File: config.mk
export PLATFORM = sky130hd
export DESIGN_NAME = ldxa_alarm_flat
export DESIGN_NICKNAME = d
export VERILOG_FILES = /design/src/rtl/ldxa_pkg.sv /design/src/rtl/ldxa_alarm_if.sv /design/src/rtl/ldxa_debounce.sv /design/src/rtl/ldxa_alarm.sv /design/src/flat_wrapper.sv
export SDC_FILE = /design/constraint.sdc
export NUM_CORES = 1
export LEC_CHECK = 0
export ABC_AREA = 1
export CAP_MARGIN = 20
export CORE_ASPECT_RATIO = 2
export CORE_MARGIN = 10
export CORE_UTILIZATION = 59
export DETAILED_ROUTE_END_ITERATION = 16
export PLACE_DENSITY = 0.9
export RECOVER_POWER = 50
export SYNTH_ARGS = -nofsm -noshare
export SYNTH_HDL_FRONTEND = slang
export SYNTH_SLANG_ARGS = --single-unit
File: constraint.sdc
create_clock -name clk -period 2.8 [get_ports clk]
set_input_delay 0.28 -clock clk [delete_from_list [all_inputs] [get_ports clk]]
set_output_delay 0.28 -clock clk [all_outputs]
set_load 0.02 [all_outputs]
File: src/rtl/ldxa_pkg.sv
// Shared constants and helpers for the ldxa latched alarm controller.
// The state encoding is visible on the `state` debug output, so it is fixed here.
package ldxa_pkg;

  localparam logic [1:0] ST_IDLE      = 2'd0;
  localparam logic [1:0] ST_ALARM     = 2'd1;
  localparam logic [1:0] ST_CLEARABLE = 2'd2;

  // Bits needed to hold the values 0..max_val inclusive.
  function automatic int ctr_w(input int max_val);
    return (max_val < 1) ? 1 : $clog2(max_val + 1);
  endfunction

endpackage

File: src/rtl/ldxa_alarm_if.sv
// Sensor-side inputs and indicator-side outputs of the alarm controller.
// There is no handshake: every input is level-sampled on each rising clock edge.
interface ldxa_alarm_if #(
  parameter int N_CH = 4
);
  logic [N_CH-1:0] d;
  logic            x;
  logic            a;
  logic            clr;
  logic [N_CH-1:0] l;
  logic            lamp;
  logic [1:0]      state;

  modport master (
    output d, x, a, clr,
    input  l, lamp, state
  );

  modport slave (
    input  d, x, a, clr,
    output l, lamp, state
  );
endinterface

File: src/rtl/ldxa_debounce.sv
// Per-channel door debouncer: d_out rises after DEB_CYC consecutive high samples.
// Any low sample restarts the count.
module ldxa_debounce
  import ldxa_pkg::*;
#(
  parameter int DEB_CYC = 4
) (
  input  logic clk,
  input  logic rst,
  input  logic d_in,
  output logic d_out
);

  localparam int             W       = ctr_w(DEB_CYC);
  localparam logic [W-1:0]   CNT_MAX = W'(DEB_CYC);

  logic [W-1:0] cnt;

  always_ff @(posedge clk) begin
    if (rst) begin
      cnt <= '0;
    end else if (!d_in) begin
      cnt <= '0;
    end else if (cnt != CNT_MAX) begin
      cnt <= cnt + W'(1);
    end
  end

  assign d_out = (cnt == CNT_MAX);

endmodule

File: src/rtl/ldxa_alarm.sv
// Multi-channel latched alarm: debounced doors masked by disarm, plus panic,
// latch per-channel alarms that need a hold period and an acknowledge to clear.
module ldxa_alarm
  import ldxa_pkg::*;
#(
  parameter int N_CH      = 4,
  parameter int DEB_CYC   = 4,
  parameter int HOLD_CYC  = 16,
  parameter int BLINK_DIV = 8
) (
  input logic         clk,
  input logic         rst,
  ldxa_alarm_if.slave bus
);

  localparam int                  HOLD_W     = ctr_w(HOLD_CYC);
  localparam int                  BLINK_W    = ctr_w(BLINK_DIV);
  localparam logic [HOLD_W-1:0]   HOLD_LOAD  = HOLD_W'(HOLD_CYC);
  localparam logic [BLINK_W-1:0]  BLINK_LAST = BLINK_W'(BLINK_DIV - 1);

  logic [N_CH-1:0]    deb;
  logic [N_CH-1:0]    trig;
  logic               any_trig;
  logic [N_CH-1:0]    l_q;
  logic [1:0]         state_q;
  logic [HOLD_W-1:0]  hold_q;
  logic [BLINK_W-1:0] blink_q;
  logic               lamp_q;
  logic               go_idle;
  logic               active;

  for (genvar i = 0; i < N_CH; i++) begin : g_deb
    ldxa_debounce #(.DEB_CYC(DEB_CYC)) u_deb (
      .clk   (clk),
      .rst   (rst),
      .d_in  (bus.d[i]),
      .d_out (deb[i])
    );
  end

  // Disarm masks only door triggers; panic always fires every channel.
  assign trig     = (deb & {N_CH{~bus.x}}) | {N_CH{bus.a}};
  assign any_trig = |trig;
  assign go_idle  = (state_q == ST_CLEARABLE) && !any_trig && bus.clr;
  assign active   = (state_q == ST_ALARM) || (state_q == ST_CLEARABLE);

  always_ff @(posedge clk) begin
    if (rst) begin
      state_q <= ST_IDLE;
      hold_q  <= '0;
      l_q     <= '0;
    end else begin
      case (state_q)
        ST_IDLE: begin
          if (any_trig) begin
            state_q <= ST_ALARM;
            hold_q  <= HOLD_LOAD;
            l_q     <= trig;
          end else begin
            l_q <= '0;
          end
        end
        ST_ALARM: begin
          l_q <= l_q | trig;
          if (any_trig) begin
            hold_q <= HOLD_LOAD;
          end else if (hold_q <= HOLD_W'(1)) begin
            hold_q  <= '0;
            state_q <= ST_CLEARABLE;
          end else begin
            hold_q <= hold_q - HOLD_W'(1);
          end
        end
        ST_CLEARABLE: begin
          if (any_trig) begin
            state_q <= ST_ALARM;
            hold_q  <= HOLD_LOAD;
            l_q     <= l_q | trig;
          end else if (bus.clr) begin
            state_q <= ST_IDLE;
            hold_q  <= '0;
            l_q     <= '0;
          end
        end
        default: begin
          state_q <= ST_IDLE;
          hold_q  <= '0;
          l_q     <= '0;
        end
      endcase
    end
  end

  // Blink phase restarts only on entry from IDLE; ALARM<->CLEARABLE keeps it running.
  always_ff @(posedge clk) begin
    if (rst) begin
      lamp_q  <= 1'b0;
      blink_q <= '0;
    end else if (state_q == ST_IDLE) begin
      lamp_q  <= any_trig;
      blink_q <= '0;
    end else if (!active || go_idle) begin
      lamp_q  <= 1'b0;
      blink_q <= '0;
    end else if (blink_q == BLINK_LAST) begin
      lamp_q  <= ~lamp_q;
      blink_q <= '0;
    end else begin
      blink_q <= blink_q + BLINK_W'(1);
    end
  end

  assign bus.l     = l_q;
  assign bus.lamp  = lamp_q;
  assign bus.state = state_q;

endmodule

File: src/flat_wrapper.sv
// flat-port wrapper written by rule: the top's interface ports become plain ports
module ldxa_alarm_flat import ldxa_pkg::*;
#(
  parameter int N_CH      = 4,
  parameter int DEB_CYC   = 4,
  parameter int HOLD_CYC  = 16,
  parameter int BLINK_DIV = 8
)
  (clk, rst, bus_d, bus_x, bus_a, bus_clr, bus_l, bus_lamp, bus_state);
  ldxa_alarm_if #(.N_CH(N_CH)) bus_i ();
  input logic clk;
  input logic rst;
  input wire logic [$bits(bus_i.d)-1:0] bus_d;
  input wire logic [$bits(bus_i.x)-1:0] bus_x;
  input wire logic [$bits(bus_i.a)-1:0] bus_a;
  input wire logic [$bits(bus_i.clr)-1:0] bus_clr;
  output wire logic [$bits(bus_i.l)-1:0] bus_l;
  output wire logic [$bits(bus_i.lamp)-1:0] bus_lamp;
  output wire logic [$bits(bus_i.state)-1:0] bus_state;
  assign bus_i.d = bus_d;
  assign bus_i.x = bus_x;
  assign bus_i.a = bus_a;
  assign bus_i.clr = bus_clr;
  assign bus_l = bus_i.l;
  assign bus_lamp = bus_i.lamp;
  assign bus_state = bus_i.state;
  ldxa_alarm #(.N_CH(N_CH), .DEB_CYC(DEB_CYC), .HOLD_CYC(HOLD_CYC), .BLINK_DIV(BLINK_DIV)) u_core (.clk(clk), .rst(rst), .bus(bus_i));
endmodule
==> results of run 1 <==
-- logic make-up after synthesis --
logic type | count (synthesis)
compound gates | 39
xor+xnor | 8
fa+ha+maj | 16
buf+inv | 38
flops | 28
simple gates | 88
-- power breakdown --
group	total [mW]	switching, mW	internal (mW)
combinational	0.266	0.158	0.108
clock	0.218	0.121	0.0967
sequential	0.454	0.0264	0.428
total	0.938	0.305	0.633
-- cells in the mapped netlist, drive strengths merged --
master / instances
ha: 16
dfxtp: 28
o31ai: 1
o211ai: 1
o21ai: 13
inv: 37
nand4: 2
a21oi: 21
o21bai: 1
nand2: 47
nor3: 2
a211oi: 2
buf: 1
xnor2: 5
nor2: 23
nand3: 14
xor2: 3
-- final cells by class --
type | count | area, sq um
sequential | 28 | 561
fill | 218 | 758
multi-input combinational | 151 | 918
inverter | 37 | 139
timing repair buffer | 15 | 150
tap | 28 | 35.0
clock buffer | 3 | 41.3
-- worst paths after layout --
kind	endpoint	cells after the start
worst max register to register	u_core.hold_q[4]	9
worst min-delay path	u_core.blink_q[0]	1
worst max-delay path	bus_state[0]	1
worst min register to register	u_core.blink_q[0]	1
-- registers in the layout, summed over array words and instances (netlist names) --
name,flops
u_core.blink_q,4
u_core.bus.l,4
u_core.bus.lamp,1
u_core.bus.state,2
u_core.g_deb.u_deb.cnt,12
u_core.hold_q,5
-- per-layer routing --
metal	share of wire (%)	vias up	routed length (microns)
li1	-	727	-
met1	38	637	1200
met2	55	30	1720
met3	3.0	12	95
met4	3.3	0	104
met5	0	-	0
-- through the flow --
| stage | setup slack [ps] | power (mW) |
|---|---|---|
| 6_report | 1130 | 0.938 |
| 5_1_grt | 1000 | 0.994 |
| 4_1_cts | 1140 | 0.949 |
| 3_5_place_dp | 976 | 0.732 |
| 3_3_place_gp | 986 | 0.726 |
| 2_1_floorplan | 1280 | 0.652 |
==> impl_results.md, run 1 <==
- Power Density: 509 nW/um^2
- Leading area contributor after synthesis: dfxtp_1
- Placed insts: 259
- Diode count: 0
- Commonest non-fill, non-tap cell in the layout: nand2_1
- Startpoint Class: flip-flop
- Remaining global-route overflow: 0
- CTS tree: built
- Synth Area in XOR/XNOR: 4.32%
- Area of the mapped netlist: 1620 sq um
- Simple-gate share of the synthesized area: 25.8%
- Routed vias: between 1000 and 1500
- R2r setup slk: 1170 ps
- Unrepaired setup endpoints after global routing: false
- FF+latch count, synth: 28
- Gpl congestion: 0.849
- Syn-to-layout area delta: 13.6%
- WP buf/inv: 1
- Final hold slack: 456 ps
- Mux share of post-synthesis cell area: 0%
- Skew final: between 5 and 6 ps
- Critical-path cell list: clkdlybuf4s50_1
- Max Slew Vio Count: 0
- MaxCap Viol Count: 0
- Core Region: 2600 sq um
- Status: completed
- Full die area: 5380 sq um
- Leakage power: about 0.87 nW
- Synth Area per Inst: 7.48 sq um
- Setup CP Type: flip-flop to output port
- Actual slew at the worst max-slew pin: around 440 ps
- CTS Root Cell: clkbuf_8
- # nets final: ~260
- Die W: 57.1 microns
- Drt pass-1 iters: 4
- Number of synthesis warnings: 0
- Fmax: approximately 600 MHz
- Met1 Use GR: 11.2%
- R2R Path Start: u_core.bus.state[0]
- Met3 GRT Util: 2.44%
- Final Cell Area: 1840 sq um
- Initial antenna violation count: 0
- Syn nets: 242
- Layout Cells excl Fill: between 200 and 300
- Final core utilization: 70.9%
- Initial Util: between 60% and 70%
- CTS Sinks: 28
- Clock-pin slew on the worst setup and hold paths: 90 ps
- PostCTS Resize Cnt: 0
- Worst endpoint required time: 2520 ps
- 1st-iter DRT viols: 30
- Distinct cells, synth: 25
- Normalized max-slew margin: 70.4%
- Seq/Total Area, Yosys: 34.5%
- Worst skew pair latency: ~280 ps
- Post-CTS Setup Inserts: 0
- Num CTS Buffers: 3
- IO Pins: 16
- Crit. Startpoint: u_core.bus.state[0]
- Synth Area in Adders: 12.3%
- Crit path max-delay family: buffers and inverters
- Global-route wire length before repair: 5600 microns
- Maximum vdd drop: 502 uV
- Slowest stage cell, crit path: clkdlybuf4s50_1
- CTS H-tree lvls: 1
- Vias per cell: 5.37
- GR peak layer: met2
- Vias in the first global route: ~1400
- Worst setup EP type: output port
- Met2 Resource Use GR: a little under a quarter
- Share of layout cells above drive strength 1: 7.69%
- Post-route setup TNS: 0 ps
- Final wirelength: 3120 microns
- Antenna-violating nets left: 0
- Hold Path Origin: u_core.blink_q[0]
- All-Layer GR Usage: roughly an eighth
- Crit path time final: 1670 ps
- Post-synthesis compound-gate area fraction: roughly 14%
- Clk buf depth: 2
- Hold/Removal Path Class: flip-flop to flip-flop
- Worst-path maximum fanout: 6
- Data arrival, critical path: 1390 ps
- Synth top area share: 34.5%
- Max incr delay on CP: 660 ps
- Wire per inst: 11.9 microns
- Largest net degree at the start of global routing: 15
- Hold Fails Final Rpt: 0
- Largest family of logic cells by synthesized area: simple AND/OR/NAND/NOR gates
- Most area-consuming cells after synthesis: dfxtp_1 (35%), ha_1 (12%), nand2_1 (11%), inv_1 (7.6%), a21oi_1 (6.5%)
- Fin crit share: approximately three fifths
- Cell count after synthesis: 217
- Post-DP HPWL: 2500 microns
- CTS Hold Bufs: 0
- Placed Area: approximately 1800 sq um
- Most frequent cells in the layout: nand2_1 (46), inv_1 (33), dfxtp_1 (28), nor2_1 (22), a21oi_1 (21)
- # rows: 26
- Final setup vio count: 0
- Number of port buffers: 15
- DRC: 0
- Die height: 94.2 microns
Note: power is estimated with default switching activity, not from simulation.
==> run 2: changes to the inputs <==
--- a/config.mk
+++ b/config.mk
@@ -9,9 +9,9 @@
 export CAP_MARGIN = 20
 export CORE_ASPECT_RATIO = 2
 export CORE_MARGIN = 10
-export CORE_UTILIZATION = 59
+export CORE_UTILIZATION = 56
 export DETAILED_ROUTE_END_ITERATION = 16
-export PLACE_DENSITY = 0.9
+export PLACE_DENSITY = 0.87
 export RECOVER_POWER = 50
 export SYNTH_ARGS = -nofsm -noshare
 export SYNTH_HDL_FRONTEND = slang
==> constraint.sdc (replaced) <==
create_clock -name clk -period 1.7 [get_ports clk]
set_input_delay 0.17 -clock clk [delete_from_list [all_inputs] [get_ports clk]]
set_output_delay 0.17 -clock clk [all_outputs]
set_load 0.02 [all_outputs]
==> run 2 against run 1 <==
Combinational power rose by 78%; global-route usage is 0.18 points lower; via count grew 1.8%; final area rose by 3.3%; wire length increased by 6.8%; clock skew shrank 0.67 ps; register-to-register slack got worse by 1000 ps; largest cell class unchanged; largest power group unchanged; highest routed layer unchanged.
==> impl_results.md, run 2 (synthesis gave the netlist of run 1 again) <==
- Final setup vio count: 0 (unchanged)
- Antenna-violating nets left: 0 (unchanged)
- Full die area: 5580 sq um (+3.8%)
- Largest registers: u_core.g_deb.u_deb.cnt x12, u_core.hold_q x5
- Initial Util: 58.6% (-3.8 points)
- CTS Hold Bufs: 0 (unchanged)
- Leakage power: 0.900 nW (+3.4%)
- Hold/Removal Path Class: flip-flop to flip-flop
- Post-CTS Setup Inserts: 0 (unchanged)
- Actual slew at the worst max-slew pin: 396 ps (-46.8 ps)
- Unrepaired setup endpoints after global routing: false
- Worst setup EP type: flip-flop
- Drt pass-1 iters: 4 (unchanged)
- Worst-path maximum fanout: 7 (+1)
- Worst reg2reg endpoint: u_core.bus.state[0]
- 1st-iter DRT viols: 51 (+70%)
- Gpl congestion: 0.801 (-5.7%)
- Cell mode on critical path: nand2_1
- Wire per inst: 12.4 microns (+4.4%)
- All-Layer GR Usage: 12.2% (-0.18 points)
- Startpoint Class: flip-flop
- Worst endpoint required time: 1870 ps (-650 ps)
- Crit path max-delay family: simple AND/OR/NAND/NOR gates
- DRC: 0 (unchanged)
- Status: completed
- Remaining global-route overflow: 0 (unchanged)
- Crit path time final: approximately 1600 ps
- Vias per cell: 5.34 (-0.43%)
- Clk buf depth: 2 (unchanged)
- Share of layout cells above drive strength 1: 12.1% (+4.4 points)
- Normalized max-slew margin: 73.6% (+3.1 points)
- Final Cell Area: 1900 sq um (+3.3%)
- # rows: 27 (+3.8%)
- MaxCap Viol Count: 0 (unchanged)
- CTS Root Cell: clkbuf_8
- Max Slew Vio Count: 0 (unchanged)
- WP buf/inv: 1 (unchanged)
- Commonest non-fill, non-tap cell in the layout: nand2_1
- Placed Area: 1830 sq um (+1.7%)
- Hold path depth: 1 (unchanged)
- Fmax: 641 MHz
- Routed vias: 1432 (+1.8%)
- CTS Sinks: 28 (unchanged)
- Num CTS Buffers: 3 (unchanged)
- Critical-path cell list: inv_1 > ha_1 > nand2_2 > o21bai_4 > nor2_8 > nand2_1 > nand2_1 > nand2_1 > nand2_1 > a21oi_1
- CTS tree: built
- Maximum vdd drop: 640 uV (+27%)
- Post-route setup TNS: 0 ps (unchanged)
- Final wirelength: 3340 microns (+6.8%)
- CTS H-tree lvls: 1 (unchanged)
- Slowest stage cell, crit path: dfxtp_2
- Setup CP Type: flip-flop to flip-flop
- Diode count: 0 (unchanged)
- Worst skew pair latency: 280 ps (about the same)
- R2R Path Start: u_core.g_deb[0].u_deb.cnt[0]
- Post-DP HPWL: 2490 microns (-0.68%)
- Largest register FFs: 12 (unchanged)
- Core Region: 2770 sq um (+6.4%)
- Largest Register: u_core.g_deb.u_deb.cnt
- Most frequent cells in the layout: nand2_1 (43), inv_1 (33), dfxtp_1 (27), nor2_1 (21), a21oi_1 (21)
- Vias in the first global route: 1442 (unchanged)
- Final core utilization: 68.7% (-2.1 points)
- Initial antenna violation count: 0 (unchanged)
- Data arrival, critical path: 1730 ps (+340 ps)
- Hold Fails Final Rpt: 0 (unchanged)
- Hold Path Sink: u_core.blink_q[0]
- Largest net degree at the start of global routing: 16 (+1)
- Layout fillers: 233 (+6.9%)
- Die height: 96.1 microns (+2.1%)
- Register-to-Register Path Depth: 10 (+1)
- Clock-pin slew on the worst setup and hold paths: 90 ps (about the same)
- PostCTS Resize Cnt: 0 (unchanged)
- IO Pins: 16 (unchanged)
- # nets final: 265 (+1.5%)
- Global-route wire length before repair: 5600 microns (+0.13%)
- Hold Path Origin: u_core.blink_q[0]
- R2r setup slk: 140 ps (-1030 ps)
- Die W: 58.1 microns (+1.7%)
- Fin crit share: 91.8%
- Max incr delay on CP: 360 ps (-300 ps)
- Number of port buffers: 15 (unchanged)
- Skew final: 5.30 ps (-0.668 ps)
- Syn-to-layout area delta: 17.3%
- Power Density: 857 nW/um^2 (+69%)
-- run 2: where the power goes --
| group | leakage [nW] | switching, mW | internal, mW |
|---|---|---|---|
| Sequential | 0.229 | 0.0377 | 0.705 |
| Clock | 0.0288 | 0.208 | 0.208 |
| Combinational | 0.642 | 0.282 | 0.191 |
| Total | 0.900 | 0.528 | 1.10 |
-- run 2: layout make-up --
type / instances / area (sq um) / share of cell area [%]
clock buffer: 4 / 55.1 / 2.89
inverter: 37 / 139 / 7.29
multi-input combinational: 151 / 932 / 48.9
sequential: 28 / 562 / 29.5
tap: 29 / 36.3 / 1.91
timing repair buffer: 19 / 180 / 9.46
-- run 2: worst reg2reg max path: stages, from the launching register on --
cell and delay, ps:
dfxtp_2 360, inv_1 50, ha_1 190, nand2_2 140, o21bai_4 110, nor2_8 180
nand2_1 70, nand2_1 110, nand2_1 100, nand2_1 70, a21oi_1 60
-- run 2: through the flow --
stage                     setup WS [ps]  instances  power, mW  hold WS [ps]
after detailed placement           57.6        264       1.22           437
after CTS                          47.0        268       1.63           455
after global routing               3.99        268       1.72           475
final                               140        268       1.63           451
after floorplan                     183        217       1.07           239
after global placement             78.4        264       1.21           431
-- run 2: worst max path at each step --
stage / from / end / depth (start not counted)
floorplan: u_core.bus.state[0] / u_core.hold_q[4] / 9
global placement: bus_x / u_core.bus.l[2] / 9
detailed placement: bus_x / u_core.bus.l[0] / 9
CTS: u_core.g_deb[0].u_deb.cnt[0] / u_core.bus.l[1] / 10
global route: u_core.g_deb[3].u_deb.cnt[0] / u_core.bus.l[3] / 10
finish: u_core.g_deb[0].u_deb.cnt[0] / u_core.bus.state[0] / 10
-- run 2: routing by layer --
metal	global-route usage (%)	up-vias	part of all wire, %
met5	0	-	0
met4	7.09	0	2.0
met3	2.90	5	3.8
met2	23.6	24	55
met1	10.9	672	39
li1	-	731	-
